<file path="src/rtl/dll_pkg.sv">
// Shared types for the doubly-linked-list controller and its client front end.
// Holds the list geometry (number of queues, number of payload slots), the
// command opcode, and the client-side FSM state and response record.
package dll_pkg;

  localparam int ID_N     = 4;
  localparam int PTR_N    = 8;
  localparam int ID_W     = $clog2(ID_N);
  localparam int PTR_W    = $clog2(PTR_N);
  localparam int CLIENT_W = 32;

  typedef logic [ID_W-1:0]  id_t;
  typedef logic [PTR_W-1:0] ptr_t;
  typedef logic [ID_N-1:0]  empty_t;

  typedef enum logic [1:0] {
    PUSH_FRONT = 2'd0,
    PUSH_BACK  = 2'd1,
    POP_FRONT  = 2'd2,
    POP_BACK   = 2'd3
  } op_t;

  typedef enum logic [1:0] {
    IDLE  = 2'd0,
    ISSUE = 2'd1,
    WAIT  = 2'd2
  } client_state_t;

  typedef struct packed {
    logic                vld;
    logic                err;
    logic [CLIENT_W-1:0] dat;
  } client_rsp_t;

  function automatic logic op_is_pop(input op_t op);
    return (op == POP_FRONT) || (op == POP_BACK);
  endfunction

endpackage

</file>
<file path="src/rtl/spsram.sv">
// Single-port synchronous RAM used as the payload store.
// Ports: clk; en gates any access; wen=1 writes din at addr, wen=0 reads
// addr into dout on the next edge (dout holds otherwise).
module spsram #(
  parameter int W = 32,
  parameter int N = 8
) (
  input  logic                 clk,
  input  logic                 en,
  input  logic                 wen,
  input  logic [$clog2(N)-1:0] addr,
  input  logic [W-1:0]         din,
  output logic [W-1:0]         dout
);

  logic [W-1:0] mem [N];

  always_ff @(posedge clk) begin
    if (en) begin
      if (wen) mem[addr] <= din;
      else     dout      <= mem[addr];
    end
  end

endmodule

</file>
<file path="src/rtl/doubly_linked_list_client.sv">
// Request-side front end of the doubly-linked-list controller.
// Arbitrates push/pop requests, issues one command at a time on cmd_*,
// keeps payloads in a local RAM addressed by the controller's pointers and
// returns pop data (or an empty-queue error) on the rsp_* channel.
// Ports:
//   push_vld/push_id/push_back/push_dat/push_rdy : push request channel
//   pop_vld/pop_id/pop_back/pop_rdy              : pop request channel
//   rsp_vld/rsp_dat/rsp_err/rsp_rdy              : pop response channel
//   clear_req -> clear                           : flush request / pulse
//   cmd_pass/cmd_op/cmd_id                       : command to controller
//   cmd_push_ptr_r/cmd_pop_ptr_w/full_r/busy_r/nempty_r : controller status
module doubly_linked_list_client
  import dll_pkg::*;
#(
  parameter int W = CLIENT_W
) (
  input  logic         clk,
  input  logic         rst,
  input  logic         push_vld,
  input  id_t          push_id,
  input  logic         push_back,
  input  logic [W-1:0] push_dat,
  output logic         push_rdy,
  input  logic         pop_vld,
  input  id_t          pop_id,
  input  logic         pop_back,
  output logic         pop_rdy,
  output logic         rsp_vld,
  output logic [W-1:0] rsp_dat,
  output logic         rsp_err,
  input  logic         rsp_rdy,
  input  logic         clear_req,
  output logic         cmd_pass,
  output op_t          cmd_op,
  output id_t          cmd_id,
  input  ptr_t         cmd_push_ptr_r,
  input  ptr_t         cmd_pop_ptr_w,
  input  logic         full_r,
  input  logic         busy_r,
  input  empty_t       nempty_r,
  output logic         clear
);

  client_state_t state, state_nx;
  client_rsp_t   rsp_q;
  logic          rr;          // 0 favours push, 1 favours pop
  logic [W-1:0]  pay_p1;
  logic [W-1:0]  ram_dout;
  logic          idle, rsp_stall, push_el, pop_el;
  logic          push_acc, pop_acc, pop_hit, pop_miss;
  logic          cmd_is_pop;

  assign idle      = (state == IDLE) & !rst;
  assign rsp_stall = rsp_q.vld & !rsp_rdy;
  assign push_el   = push_vld & !full_r;
  assign pop_el    = pop_vld & !rsp_stall;

  // The round-robin bit only matters when both sides are eligible.
  assign push_rdy = idle & !clear_req & push_el & (!pop_el | !rr);
  assign pop_rdy  = idle & !clear_req & pop_el & (!push_el | rr);

  assign push_acc   = push_vld & push_rdy;
  assign pop_acc    = pop_vld & pop_rdy;
  assign pop_hit    = pop_acc & nempty_r[pop_id];
  assign pop_miss   = pop_acc & !nempty_r[pop_id];
  assign cmd_is_pop = op_is_pop(cmd_op);

  assign rsp_vld = rsp_q.vld;
  assign rsp_err = rsp_q.err;
  assign rsp_dat = rsp_q.dat;

  always_comb begin
    state_nx = state;
    unique case (state)
      IDLE:    if (push_acc | pop_hit) state_nx = ISSUE;
      ISSUE:   state_nx = WAIT;
      WAIT:    state_nx = IDLE;
      default: state_nx = IDLE;
    endcase
  end

  always_ff @(posedge clk or posedge rst) begin
    if (rst) begin
      state    <= IDLE;
      rr       <= 1'b0;
      cmd_pass <= 1'b0;
      cmd_op   <= PUSH_FRONT;
      cmd_id   <= '0;
      clear    <= 1'b0;
      rsp_q    <= '0;
    end else begin
      state    <= state_nx;
      cmd_pass <= push_acc | pop_hit;
      clear    <= idle & clear_req;
      if (push_acc | pop_acc) rr <= ~rr;
      // accept stage: latch the command for the ISSUE cycle
      if (push_acc) begin
        cmd_op <= push_back ? PUSH_BACK : PUSH_FRONT;
        cmd_id <= push_id;
      end else if (pop_hit) begin
        cmd_op <= pop_back ? POP_BACK : POP_FRONT;
        cmd_id <= pop_id;
      end
      // response stage: a load always wins over the consume of the old entry
      if ((state == WAIT) && cmd_is_pop)
        rsp_q <= '{vld: 1'b1, err: 1'b0, dat: ram_dout};
      else if (pop_miss)
        rsp_q <= '{vld: 1'b1, err: 1'b1, dat: '0};
      else if (rsp_q.vld & rsp_rdy)
        rsp_q.vld <= 1'b0;
    end
  end

  always_ff @(posedge clk) begin
    if (push_acc) pay_p1 <= push_dat;
  end

  // issue stage: RAM access with the pointer the controller offers this cycle
  spsram #(.W(W), .N(PTR_N)) u_ram (
    .clk  (clk),
    .en   (state == ISSUE),
    .wen  (!cmd_is_pop),
    .addr (cmd_is_pop ? cmd_pop_ptr_w : cmd_push_ptr_r),
    .din  (pay_p1),
    .dout (ram_dout)
  );

  // The controller is busy while the command it just took is in flight.
  wait_busy_a: assert property (@(posedge clk) disable iff (rst)
                                (state == WAIT) |-> busy_r);

endmodule

</file>
<file path="config.mk">
export PLATFORM = sky130hd
export DESIGN_NAME = doubly_linked_list_client
export DESIGN_NICKNAME = d
export VERILOG_FILES = /design/src/rtl/dll_pkg.sv /design/src/rtl/spsram.sv /design/src/rtl/doubly_linked_list_client.sv
export SDC_FILE = /design/constraint.sdc
export NUM_CORES = 1
export LEC_CHECK = 0
export BUFFER_PORTS_ARGS = -buffer_cell sky130_fd_sc_hd__buf_2
export CORE_ASPECT_RATIO = 0.6
export CORE_MARGIN = 1
export CORE_UTILIZATION = 54
export DETAILED_ROUTE_END_ITERATION = 8
export GPL_ROUTABILITY_DRIVEN = 0
export MAX_ROUTING_LAYER = met4
export PLACE_DENSITY_LB_ADDON = 0.12
export SYNTH_ARGS = -nofsm -noshare
export SYNTH_HDL_FRONTEND = slang
export SYNTH_SLANG_ARGS = --single-unit
export TNS_END_PERCENT = 20
</file>
<file path="constraint.sdc">
create_clock -name clk -period 3 [get_ports clk]
set_input_delay 0.45 -clock clk [delete_from_list [all_inputs] [get_ports clk]]
set_output_delay 0.45 -clock clk [all_outputs]
set_load 0.05 [all_outputs]
</file>
==> metrics.md <==
| Metric | Value |
|---|---|
| Post-CTS Setup Repair Bufs | `0` |
| Site Rows | `44` |
| DR WL/cell | `20.98 um` |
| Average via count per standard cell | `5.629` |
| CTS tree | `done` |
| Full die area | `0.02565 mm2` |
| RSZ-0062 raised after global routing | `false` |
| CP endpoint | `push_rdy` |
| # hold bufs at CTS | `0` |
| R2R cell count | `5` |
| Final core utilization | `0.6414` |
| Reg2Reg Setup Slack | `around 0.45 ns` |
| Worst hold path stage count | `1` |
| Pwr Total | `12650 uW` |
| Slew @ Worst Pin | `1.051 ns` |
| Max Cap Viol | `0` |
| Register area share after synthesis | `0.7917` |
| Startpoint types | `register` |
| Post-route worst setup slack | `0.1426 ns` |
| Worst VDD drop | `0.0006096 V` |
| Met1 Track Usage GR | `0.3820` |
| Post-Syn Nets | `978` |
| Power Dens Cells | `810.3 mW/mm2` |
| Congestion Overflow GR | `0` |
| CTS buffer count | `31` |
| Critical path class | `reg2out` |
| Initial antenna violation count | `0` |
| Nets@finish | `between 1000 and 1500` |
| Worst endpoint required time | `~2.6 ns` |
| CP delay by family, top | `simple AND/OR/NAND/NOR gates` |
| Ports | `98` |
| Share of cells above drive strength 1 | `0.1854` |
| CTS Sinks | `363` |
| # diodes | `0` |
| DRT antenna net count | `0` |
| Core Box Area | `0.02433 mm2` |
| Final setup fails | `0` |
| Post-CTS resize count | `0` |
| Post-Syn Area per Cell | `between 10 and 15 um2` |
| Layer with the highest usage | `met1` |
| Starting DRT DRC Count | `between 700 and 800` |
| Vias in the first global route | `7408` |
| Port Buf Inserts | `96` |
| Status | `finished, final reports clean` |
| Max Clk Rate | `0.3500 GHz` |
| Largest net degree at the start of global routing | `84` |
| CP startpoint | `state[0]` |
| Crit path max-delay cell type | `or4_1` |
| Placed instance area | `0.01460 mm2` |
| Met3 Use GR | `0.03480` |
| Final Max Tran Viols | `0` |
| Worst R2R End | `u_ram.dout[8]` |
| Pre-CTS setup slack | `0.4584 ns` |
| Initial Util | `0.5547` |
| CP bufs+invs | `2` |
| Total track usage | `0.2401` |
| Tmin final | `2.857 ns` |
| Cells along the critical path | `or4_1 -> a311o_1 -> inv_2 -> buf_2` |
| Clock Tree Root | `clkbuf_16` |
| Distinct cells, synth | `39` |
| Slowest stage delay, CP | `0.55 ns` |
| First-pass GRT wire length | `44570 um` |
| Met2 Usage GRT | `0.3338` |
| Worst skew pair latency | `roughly 0.57 ns` |
| Bufs on Longest Clock Path | `3` |
| CP Max Fanout | `7` |
| Cells after Synth | `about 920` |
| Final worst clock skew | `~0.011 ns` |
| Worst-path clk slew | `0.07 ns` |
| Slew headroom | `0.2980` |
| H-tree levels | `1` |
| Synth Cell Area | `between 0.01 and 0.015 mm2` |
| Worst hold slack | `0.05285 ns` |
| Endpoint class of the critical path | `output port` |
| Syn. warnings | `0` |
| CP Depth | `4` |
| Leak | `0.005752 uW` |
| Detailed Routing Iterations Pass 1 | `5` |
| Final Instance Area | `0.01561 mm2` |
| Drt total wl | `28930 um` |
| WP data arrival | `~2.4 ns` |
| Final period utilization | `0.9525` |
| DRC errors left | `0` |
| R2r startpoint | `cmd_op[1]` |
| Total number of vias | `7762` |
| Hold Fails Final Rpt | `0` |
| Min-Delay Path Class | `in2reg` |
| Height of the die | `between 100 and 150 um` |
| Area delta synth->final | `15.63%` |
| #FFs+latches synth | `363` |
| Die Wd | `206.1 um` |
| HPWL Detailed | `15940 um` |
==> cells in the final DEF, fill, tap and decap left out, types with 7 or more instances in the layout <==
cell / synthesis / final
a21oi_1: 127 / 127
a22o_1: 32 / 32
buf_12: 0 / 13
buf_2: 24 / 96
buf_4: 3 / 15
clkbuf_1: 14 / 10
clkbuf_16: 0 / 31
dfrtp_1: 43 / 43
edfxtp_1: 320 / 320
inv_1: 8 / 7
nand2_1: 251 / 251
nor2_4: 0 / 12
o21ai_0: 11 / 11
or4_1: 32 / 32
==> sequential cells by signal, indices dropped and copies added (netlist names) <==
register / cells
rsp_err: 1
state: 2
rr: 1
cmd_id: 2
cmd_pass: 1
rsp_dat: 32
u_ram.dout: 32
pay_p1: 32
u_ram.mem: 256
rsp_vld: 1
cmd_op: 2
clear: 1
==> logic make-up (layout without fill, tap and decap cells) <==
logic type      Yosys count  count (layout)  share of synthesized area
flops                   363             363                     0.7917
simple gates            318             318                     0.1020
compound gates          178             178                    0.07824
buf+inv                  57             192                    0.02225
mux                       5               5                   0.005191
xor+xnor                  1               1                  0.0006490
==> synth_stat cells (all sizes together) <==
master	instances	area share
o21ai	11	0.0041
inv	9	0.0025
a22o	32	0.021
a31oi	2	0.00093
buf	33	0.016
or4	32	0.018
nor4b	1	0.00065
or3b	1	0.00065
dfrtp	43	0.080
and2	1	0.00046
a21oi	128	0.048
clkbuf	14	0.0039
nand4	1	0.00046
mux4	1	0.0017
o2111ai	2	0.0013
nand2	251	0.070
a311o	1	0.00074
nor4	1	0.00046
nor3b	2	0.0011
nand3	1	0.00037
a32oi	2	0.0027
mux2	3	0.0028
nor3	1	0.00037
edfxtp	320	0.71
nor2	19	0.0058
or3	1	0.00046
and3b	2	0.0013
xnor2	1	0.00065
mux2i	1	0.00074
clkinv	1	0.00028
nand2b	3	0.0014
and3	1	0.00083
==> layout make-up <==
cell class / count / area (um2)
timing repair buffer: 124 / 853.3
clock buffer: 47 / 895.9
sequential: 363 / 10690
inverter: 10 / 37.54
tap: 322 / 402.9
clock inverter: 11 / 113.9
multi-input combinational: 502 / 2618
fill: 1781 / 8727
==> worst min path at each step <==
stage | start | end | slack, ns
final | push_dat[5] | pay_p1[5] | 0.05
after floorplan | u_ram.dout[0] | rsp_dat[0] | 0.45
after global routing | push_dat[7] | pay_p1[7] | 0.02
after global placement | u_ram.dout[30] | rsp_dat[30] | 0.45
after detailed placement | u_ram.dout[9] | rsp_dat[9] | 0.46
after CTS | push_dat[7] | pay_p1[7] | 0.02
==> per-stage QoR <==
stage / TNS (ns) / instances
after floorplan: -49.90 / 922
after global placement: 0 / 1321
after detailed placement: 0 / 1321
after CTS: 0 / 1379
after global routing: 0 / 1379
final: 0 / 1379
==> per-layer routing <==
layer | vias up | wire, um
met5 | - | 0
met4 | 0 | 408
met3 | 37 | 1541
met2 | 230 | 12840
met1 | 3883 | 14140
li1 | 3612 | -
==> where the power goes <==
part | switching [uW] | total (uW) | internal, uW
Clock | 1740 | 3970 | 2230
Combinational | 1870 | 2630 | 759
Sequential | 211 | 6040 | 5830
Total | 3820 | 12600 | 8820
No activity file was read; power rests on OpenSTA's default activity.
